==> src/rtl/seven_seg_scan_ctrl.sv <==
// rtl/seven_seg_scan_ctrl.sv - 4-digit multiplexed seven-segment scan controller
// Double-buffered content applied at frame boundaries, dead-time and PWM digit strobing.
module seven_seg_scan_ctrl #(
    parameter int PRESCALE = 16384,
    parameter int DEAD     = 64
) (
    input  logic        clk,
    input  logic        rst,
    input  logic        load_valid,
    output logic        load_ready,
    input  logic [15:0] load_data,
    input  logic [3:0]  load_blank,
    input  logic [3:0]  brightness,
    output logic [3:0]  an,
    output logic [6:0]  seg,
    output logic        frame_start
);
    localparam int SCW = $clog2(PRESCALE);
    localparam logic [SCW-1:0] SC_LAST = SCW'(PRESCALE - 1);
    localparam logic [SCW-1:0] SC_DEAD = SCW'(DEAD);

    logic [SCW-1:0] sc;
    logic [1:0]     di;
    logic           first;
    logic [15:0]    act_data;
    logic [3:0]     act_blank;
    logic [3:0]     act_bright;
    logic [15:0]    pend_data;
    logic [3:0]     pend_blank;
    logic           pend_full;

    logic           boundary;
    logic           xfer;
    logic           lit;
    logic [3:0]     nib;

    function automatic logic [6:0] hex7(input logic [3:0] n);
        case (n)
            4'h0: hex7 = 7'h7E;
            4'h1: hex7 = 7'h30;
            4'h2: hex7 = 7'h6D;
            4'h3: hex7 = 7'h79;
            4'h4: hex7 = 7'h33;
            4'h5: hex7 = 7'h5B;
            4'h6: hex7 = 7'h5F;
            4'h7: hex7 = 7'h70;
            4'h8: hex7 = 7'h7F;
            4'h9: hex7 = 7'h7B;
            4'hA: hex7 = 7'h77;
            4'hB: hex7 = 7'h1F;
            4'hC: hex7 = 7'h4E;
            4'hD: hex7 = 7'h3D;
            4'hE: hex7 = 7'h4F;
            default: hex7 = 7'h47;
        endcase
    endfunction

    // The cycle right after reset release counts as a boundary so fresh content can land at once.
    assign boundary   = first || ((sc == SC_LAST) && (di == 2'd3));
    assign xfer       = load_valid && !pend_full;
    assign load_ready = !pend_full;

    always_comb begin
        nib = act_data[{di, 2'b00} +: 4];
        lit = !act_blank[di] && (sc >= SC_DEAD) &&
              ((act_bright == 4'hF) || (sc[3:0] < act_bright));
    end

    always_ff @(posedge clk or posedge rst) begin
        if (rst) begin
            sc          <= '0;
            di          <= 2'd0;
            first       <= 1'b1;
            act_data    <= 16'h0000;
            act_blank   <= 4'hF;
            act_bright  <= 4'h0;
            pend_data   <= 16'h0000;
            pend_blank  <= 4'h0;
            pend_full   <= 1'b0;
            an          <= 4'h0;
            seg         <= 7'h00;
            frame_start <= 1'b0;
        end else begin
            sc          <= sc + 1'b1;
            if (sc == SC_LAST) begin
                di <= di + 2'd1;
            end
            first       <= 1'b0;
            frame_start <= boundary;
            an          <= lit ? (4'd1 << di) : 4'h0;
            seg         <= lit ? hex7(nib) : 7'h00;
            if (boundary) begin
                act_bright <= brightness;
            end
            // Apply and accept are exclusive: accepting needs pending empty, applying needs it full.
            if (boundary && pend_full) begin
                act_data  <= pend_data;
                act_blank <= pend_blank;
                pend_full <= 1'b0;
            end else if (xfer) begin
                pend_data  <= load_data;
                pend_blank <= load_blank;
                pend_full  <= 1'b1;
            end
        end
    end
endmodule

==> config.mk <==
export PLATFORM = sky130hd
export DESIGN_NAME = seven_seg_scan_ctrl
export DESIGN_NICKNAME = d
export VERILOG_FILES = /design/src/rtl/seven_seg_scan_ctrl.sv
export SDC_FILE = /design/constraint.sdc
export NUM_CORES = 1
export LEC_CHECK = 0
export CORE_UTILIZATION = 56
export DETAILED_ROUTE_END_ITERATION = 8
export GPL_ROUTABILITY_DRIVEN = 0
export HOLD_SLACK_MARGIN = 0.1
export PLACE_DENSITY = 0.78
export SLEW_MARGIN = 10
export SYNTH_ARGS = -nofsm -noshare
export SYNTH_HDL_FRONTEND = slang
export SYNTH_SLANG_ARGS = --single-unit
==> constraint.sdc <==
create_clock -name clk -period 2.9 [get_ports clk]
set_clock_uncertainty 0.05 [all_clocks]
set_input_delay 0.29 -clock clk [delete_from_list [all_inputs] [get_ports clk]]
set_output_delay 0.29 -clock clk [all_outputs]
set_load 0.05 [all_outputs]
==> Word-level counts from Yosys, hierarchy flattened <==
Memory sizes are Yosys's and may differ from the RTL's.
Cells that the tools add are included.
{ "totals": {"regBits": 74, "latchBits": 0, "ramBits": 0, "rom_bits": 112, "out_inout_bits": 13, "word_cells": 41, "memories": 1} }
{ "mem_list": {"columns": ["memory", "words", "width", "rd", "rd_clocked_by_memory_dff", "write_ports", "line", "text"], "rows": [
  ["(no name shown)", 16, 7, 1, 0, 0, "38", "case (n)"]
]} }
{ "op_classes": {"addsub": 2, "n_mul": 0, "div_mod_pow": 0, "magnitude_cmp": 3, "eq_ne": 3, "shift": 2, "n_mux": 6, "bitwise": 1, "n_reduce_logical": 11} }
{ "ops": {"columns": ["cell", "n"], "rows": [
  ["indexed part select 16 x 5 -> 4 bit", 1],
  ["adder 14 x 1 -> 14 bit (second input constant)", 1],
  ["equality test 14 bit (second input constant)", 1],
  [">= comparator 14 x 7 -> 1 bit (second input constant)", 1],
  ["two-way mux 7 bit", 1],
  ["logical AND 1 bit", 5],
  ["equality test 4 bit (second input constant)", 1],
  ["less-than comparator 4 bit", 1],
  ["two-way mux 4 bit", 1],
  ["<< shifter 1 x 2 -> 4 bit (first input constant)", 1],
  ["less-than comparator 2 x 3 -> 1 bit (second input constant)", 1],
  ["two-way mux 1 bit", 3],
  ["adder 2 x 1 -> 2 bit (second input constant)", 1],
  ["binary-select mux 1 bit (select 2 bit)", 1],
  ["equality test 2 bit (second input constant)", 1],
  ["logical NOT 1 bit", 2],
  ["logical OR 1 bit", 2],
  ["AND reduction 2 bit", 1],
  ["nonzero test 2 bit", 1],
  ["NOT 1 bit", 1]
]} }

==> Depth between registers and ports, before layout <==
{ "logic_depth": {"depth_word": 6, "ltp_mapped": 8, "depth_no_buf": 7} }

==> Worst setup path before layout <==
No wires, ideal clock.
{ "synth_path": {"path_type": "reg-to-reg", "start": "register di[0]", "end": "register seg[2]", "setup_time_ns": 0.096, "arrival_ns": 1.769, "required_time_ns": 2.754, "setup_slack_ns": 0.985, "path_stages_with_launch": 9, "n_path_buf": 1, "synth_period_minus_slack_ns": 1.915, "cell_sequence": "dfrtp_1 -> buf_6 -> mux4_2 -> inv_1 -> ha_1 -> inv_1 -> mux2i_1 -> nor2_1 -> a311oi_2"} }
{ "synth_via": {"elab_chain_cells": 6, "word_cells_on_any_way": 8} }
{ "synth_lines": {"columns": ["element", "line", "text"], "rows": [
  ["start: declaration", "23", "logic [1:0] di;"],
  ["start signal: assignment", "86", "di <= di + 2'd1;"],
  ["parallel branches: the longest is 5 deep, another holds memory read (16 x 7 bit)", null, null],
  ["two-way mux 7 bit *", "91", "seg <= lit ? hex7(nib) : 7'h00;"],
  ["end signal: assignment", "91", null],
  ["end: declaration", "15", "output logic [6:0] seg,"]
]} }
Every way passes the cells marked *. The select of a mux whose other input is x is not followed.
A chain may end at the register's enable or synchronous reset.

==> Worst setup path in the final report <==
{ "layout_path": {"start": "register di[0]", "end": "register seg[0]"} }
Same word-level chain as after synthesis.

==> impl.org <==
** Placement
- Once placement finished, the instance area stood at 0.003985 sq mm.
- Detailed placement finished with a half-perimeter wire length of 4010 um.
- Count of port buffers added during placement :: 39

** Power
- Internal power comes to 0.002095 W.
- The worst-case IR drop observed on VDD is 0.0004268 V.
- The share of total power dissipated in the clock network is 0.270.
- Leak pwr :: 1.907 nW
- Of the total power, registers draw 0.474.
- Of the total power, the share spent switching nets is 0.2836.
- Of the total power, combinational logic draws 0.256.
- For this design the ratio of total power to cell area is 699.3 mW/mm^2.
- Summing internal, switching and leakage power gives 0.002924 W.
- Psw :: 0.0008293 W

** Clock network
- At the later pin of the worst-skew pair, clock insertion delay measures 350 ps.
- CTS HTree Levels :: 3
- No sink is reached through more buffers than the 2 on the longest clock path.
- The root buffer cell chosen for the clock tree is sky130_fd_sc_hd__clkbuf_8.
- Number of buffers inserted by hold repair at cts :: 0
- Post_cts resized :: 0
- Sinks on Clock Net :: 74
- TritonCTS built the clock tree.
- TritonCTS created 9 clock buffers.
- Setup Fix Bufs, Post-CTS :: 0
- Clock input transition at the sequential cells of the worst setup and hold paths :: 80 ps

** Timing
- Number of hold-slack violations in the final timing report :: 0
- The max-slew violation count came to 0.
- Setup-violating endpoint count in the final report :: 0
- Final hold analysis gives a worst-case slack of 271.2 ps.
- The clock period could shrink to 2264 ps.
- Relative slew slack :: 0.5722
- At the pin with the least slew margin, the transition time is 639.3 ps.
- Setup repair after global routing left no endpoint under its margin.
- For the final routed database, the setup TNS stands at 0 ps.
- Highest achievable clock rate :: 0.4418 GHz
- Ratio of final minimum period to clock period :: 0.7806

** Detailed routing
- After detailed routing, the total wire length is 5635 um.
- After the first detailed-routing iteration, the DRC count stood at 88.
- Length of the first detailed-routing pass in iterations :: 4
- Post-DR vias/cell :: 5.354
- Number of nets with antenna violations after routing :: 0
- Number of vias in the routed layout :: 2072
- Dividing the detail-routed wire length by the instance count gives 14.56 um.
- After detailed routing, the number of remaining DRC violations is 0.

** GRT
- The global routing stage identified its most utilized layer as met1.
- Global routing met1 resource utilization :: 0.2891
- Total global routing overflow :: 0
- Initial antenna violation count :: 0
- Entering global routing, the biggest net connects 31 pins.
- Met3 Resource Use GR :: 0.05843
- Global routing usage summed across all routing layers :: 0.2030
- The number of global-route vias before repair is 2049.
- For met2 alone, demand over resource in global routing was 0.2858.
- Wire length of the first global-routing pass :: 9832 um

** Floorplan
- The die is 81.27 um tall.
- Core area :: 0.005991 sq mm
- Std cell rows :: 28
- The die covers 0.006604 sq mm.
- Floorplan die width :: 81.27 um
- The initial utilization of the core area, before any placement, comes to 0.5873.
- In this run the count of I/O pins placed on the die edge is 40.

** Worst setup path
- Endpoint of the lowest-slack register-to-register path :: seg[0]
- Largest fanout on the critical path :: 11
- End point of the critical path :: seg[0]
- Counting cells, the worst reg-to-reg path comes to 5.
- The cell that appears most often on the critical path is sky130_fd_sc_hd__a211oi_1.
- Required time of the critical path :: 3110 ps
- Flop2flop setup slack :: 640 ps
- Crit Path Class :: register to register
- STA classifies the critical path startpoint as a register.
- Cell at the slowest stage of the critical path :: sky130_fd_sc_hd__dfrtp_1
- Setup crit end kind :: register
- On the worst path, the slowest cell contributes a delay of 670 ps.
- In this run the critical register-to-register path is launched from di[0].
- Worst Path Arrival :: 2470 ps
- The critical path starts at di[0].
- Ordered cell list for the critical path :: mux4_2, ha_1, nor2b_1, a211oi_1, a211oi_1

** Synth
- Yosys attributes the largest share of cell area to sky130_fd_sc_hd__dfrtp_1 (49%), sky130_fd_sc_hd__mux2_2 (9.0%), sky130_fd_sc_hd__mux2_4 (8.5%).
- Seq/Total Area, Yosys :: 0.5281
- Distinct cells, synth :: 40
- Multiplexer share of the synthesized area :: 0.2212
- Synth warn :: 0
- The share of the synthesized area in compound gates (AO/OA/AOI/OAI) is 0.04303.
- Largest family of logic cells by synthesized area :: multiplexers
- Area fraction in and, or, nand and nor cells after synthesis :: 0.07575
- After synthesis, the mean cell area works out to 13.58 sq um.
- In this run, synthesis produced a sequential element count of 74.
- Of the total synthesized cell area, the portion taken by XOR and XNOR cells is 0.03983.
- Synth area leader :: sky130_fd_sc_hd__dfrtp_1
- Gate count after technology mapping :: 259
- Counting every net in the synthesized netlist gives 301.
- Post-Synth Adder-Cell Area :: 0.05334
- Of the post-synthesis cell area, the dominant cell type holds 0.4908.
- The mapped netlist covers 0.003518 sq mm.

** Cells and area
- Layout Area Growth over Synthesis :: 18.85%
- Of the cells placed in the final design, the portion with a size suffix greater than 1 is 0.2724.
- Once layout is done, the placed cells without fillers occupy 0.004182 sq mm.
- At the end of the flow, the number of nets in the layout was 349.
- Number of fill cells :: 418
- The number of antenna diodes in the final layout is 0.
- Utilization of the core after routing :: 0.6980
- Commonest non-fill, non-tap cell in the layout :: sky130_fd_sc_hd__dfrtp_1
- Commonest cells after routing, fill and taps aside :: sky130_fd_sc_hd__dfrtp_1 (69), sky130_fd_sc_hd__clkdlybuf4s50_1 (39), sky130_fd_sc_hd__mux2_2 (28), sky130_fd_sc_hd__mux2_4 (20), sky130_fd_sc_hd__inv_1 (17)

** Worst hold path
- Worst hold path class :: input port to async pin

** Run
- Count of max-cap constraint violations :: 0

** Status
- The run finished with clean final reports.
[metrics by stage]
step	cells	setup slack [ps]
finish	387	636.4
CTS	387	629.6
floorplan	259	686.7
global placement	371	732.0
global route	387	415.9
detailed placement	371	634.6
[synth_stat cells (all sizes together)]
cell type and count:
dfstp 5, a21oi 4, nor2b 2, nor3b 3
xnor2 8, nand2 8, o211ai 2, dfrtp 69
a2111oi 1, and4 1, nand3 6, mux2 48
nand2b 1, nand4 4, buf 6, ha 15
mux2i 5, a32oi 1, a311oi 1, nor3 4
and2 1, mux4 5, o21ai 4, a31oi 1
conb 1, nor2 15, o31ai 1, nor4 3
inv 18, xor2 8, a21o 1, clkbuf 2
a211oi 4, a221oi 1
[worst min path at each step]
stage	slack (ps)	endpoint	start	cells after the start
finish	270	act_data[12]	rst	2
global route	330	act_data[1]	rst	2
CTS	290	act_data[2]	rst	2
detailed placement	440	act_data[12]	pend_data[12]	1
global placement	440	act_data[11]	pend_data[11]	1
floorplan	390	act_bright[0]	brightness[0]	1
[kinds of logic (layout without fill, tap and decap cells)]
| family | count (synthesis) | after routing |
|---|---|---|
| AOI/OAI and AO/OA | 21 | 21 |
| xor gates and xnor gates | 16 | 16 |
| adders and majority gates | 15 | 15 |
| buffers and inverters | 26 | 79 |
| DFF | 74 | 74 |
| muxes | 58 | 58 |
| other | 1 | 1 |
| and+or+nand+nor | 48 | 48 |
[worst max-delay path, delay by kind of cell, from the launching register on]
family | cells | cell delay [ps]
adders and majority gates | 1 | 290
and+or+nand+nor | 1 | 190
AOI/OAI and AO/OA | 2 | 320
muxes | 1 | 650
DFF | 1 | 670
[power groups by stage]
stage	Sequential, W	Combinational [W]	Clock (W)
floorplan	0.00135	0.000619	0
global placement	0.00140	0.000719	0
detailed placement	0.00141	0.000745	0
CTS	0.00139	0.000751	0.000808
global route	0.00141	0.000822	0.000852
finish	0.00139	0.000748	0.000790
[sequential cells by signal (all words and copies together) (netlist names)]
| register | count |
|---|---|
| first | 1 |
| pend_blank | 4 |
| pend_full | 1 |
| an | 4 |
| pend_data | 16 |
| sc | 14 |
| frame_start | 1 |
| act_data | 16 |
| act_bright | 4 |
| seg | 7 |
| act_blank | 4 |
| di | 2 |
[routing by layer]
metal,up-vias,share of wire
met5,-,0
met4,0,0.012
met1,1010,0.49
met3,6,0.041
met2,50,0.46
li1,1006,-
[cell type report]
cell class	instances	area [sq um]	area share
Sequential cell	74	1858	0.4443
Multi-Input combinational cell	159	1530	0.3659
Timing Repair Buffer	45	435.4	0.1041
Clock buffer	11	141.4	0.03381
Tap cell	75	93.84	0.02244
Inverter	18	67.56	0.01616
Clock inverter	5	55.05	0.01317
Power figures use the tool's default switching activity.
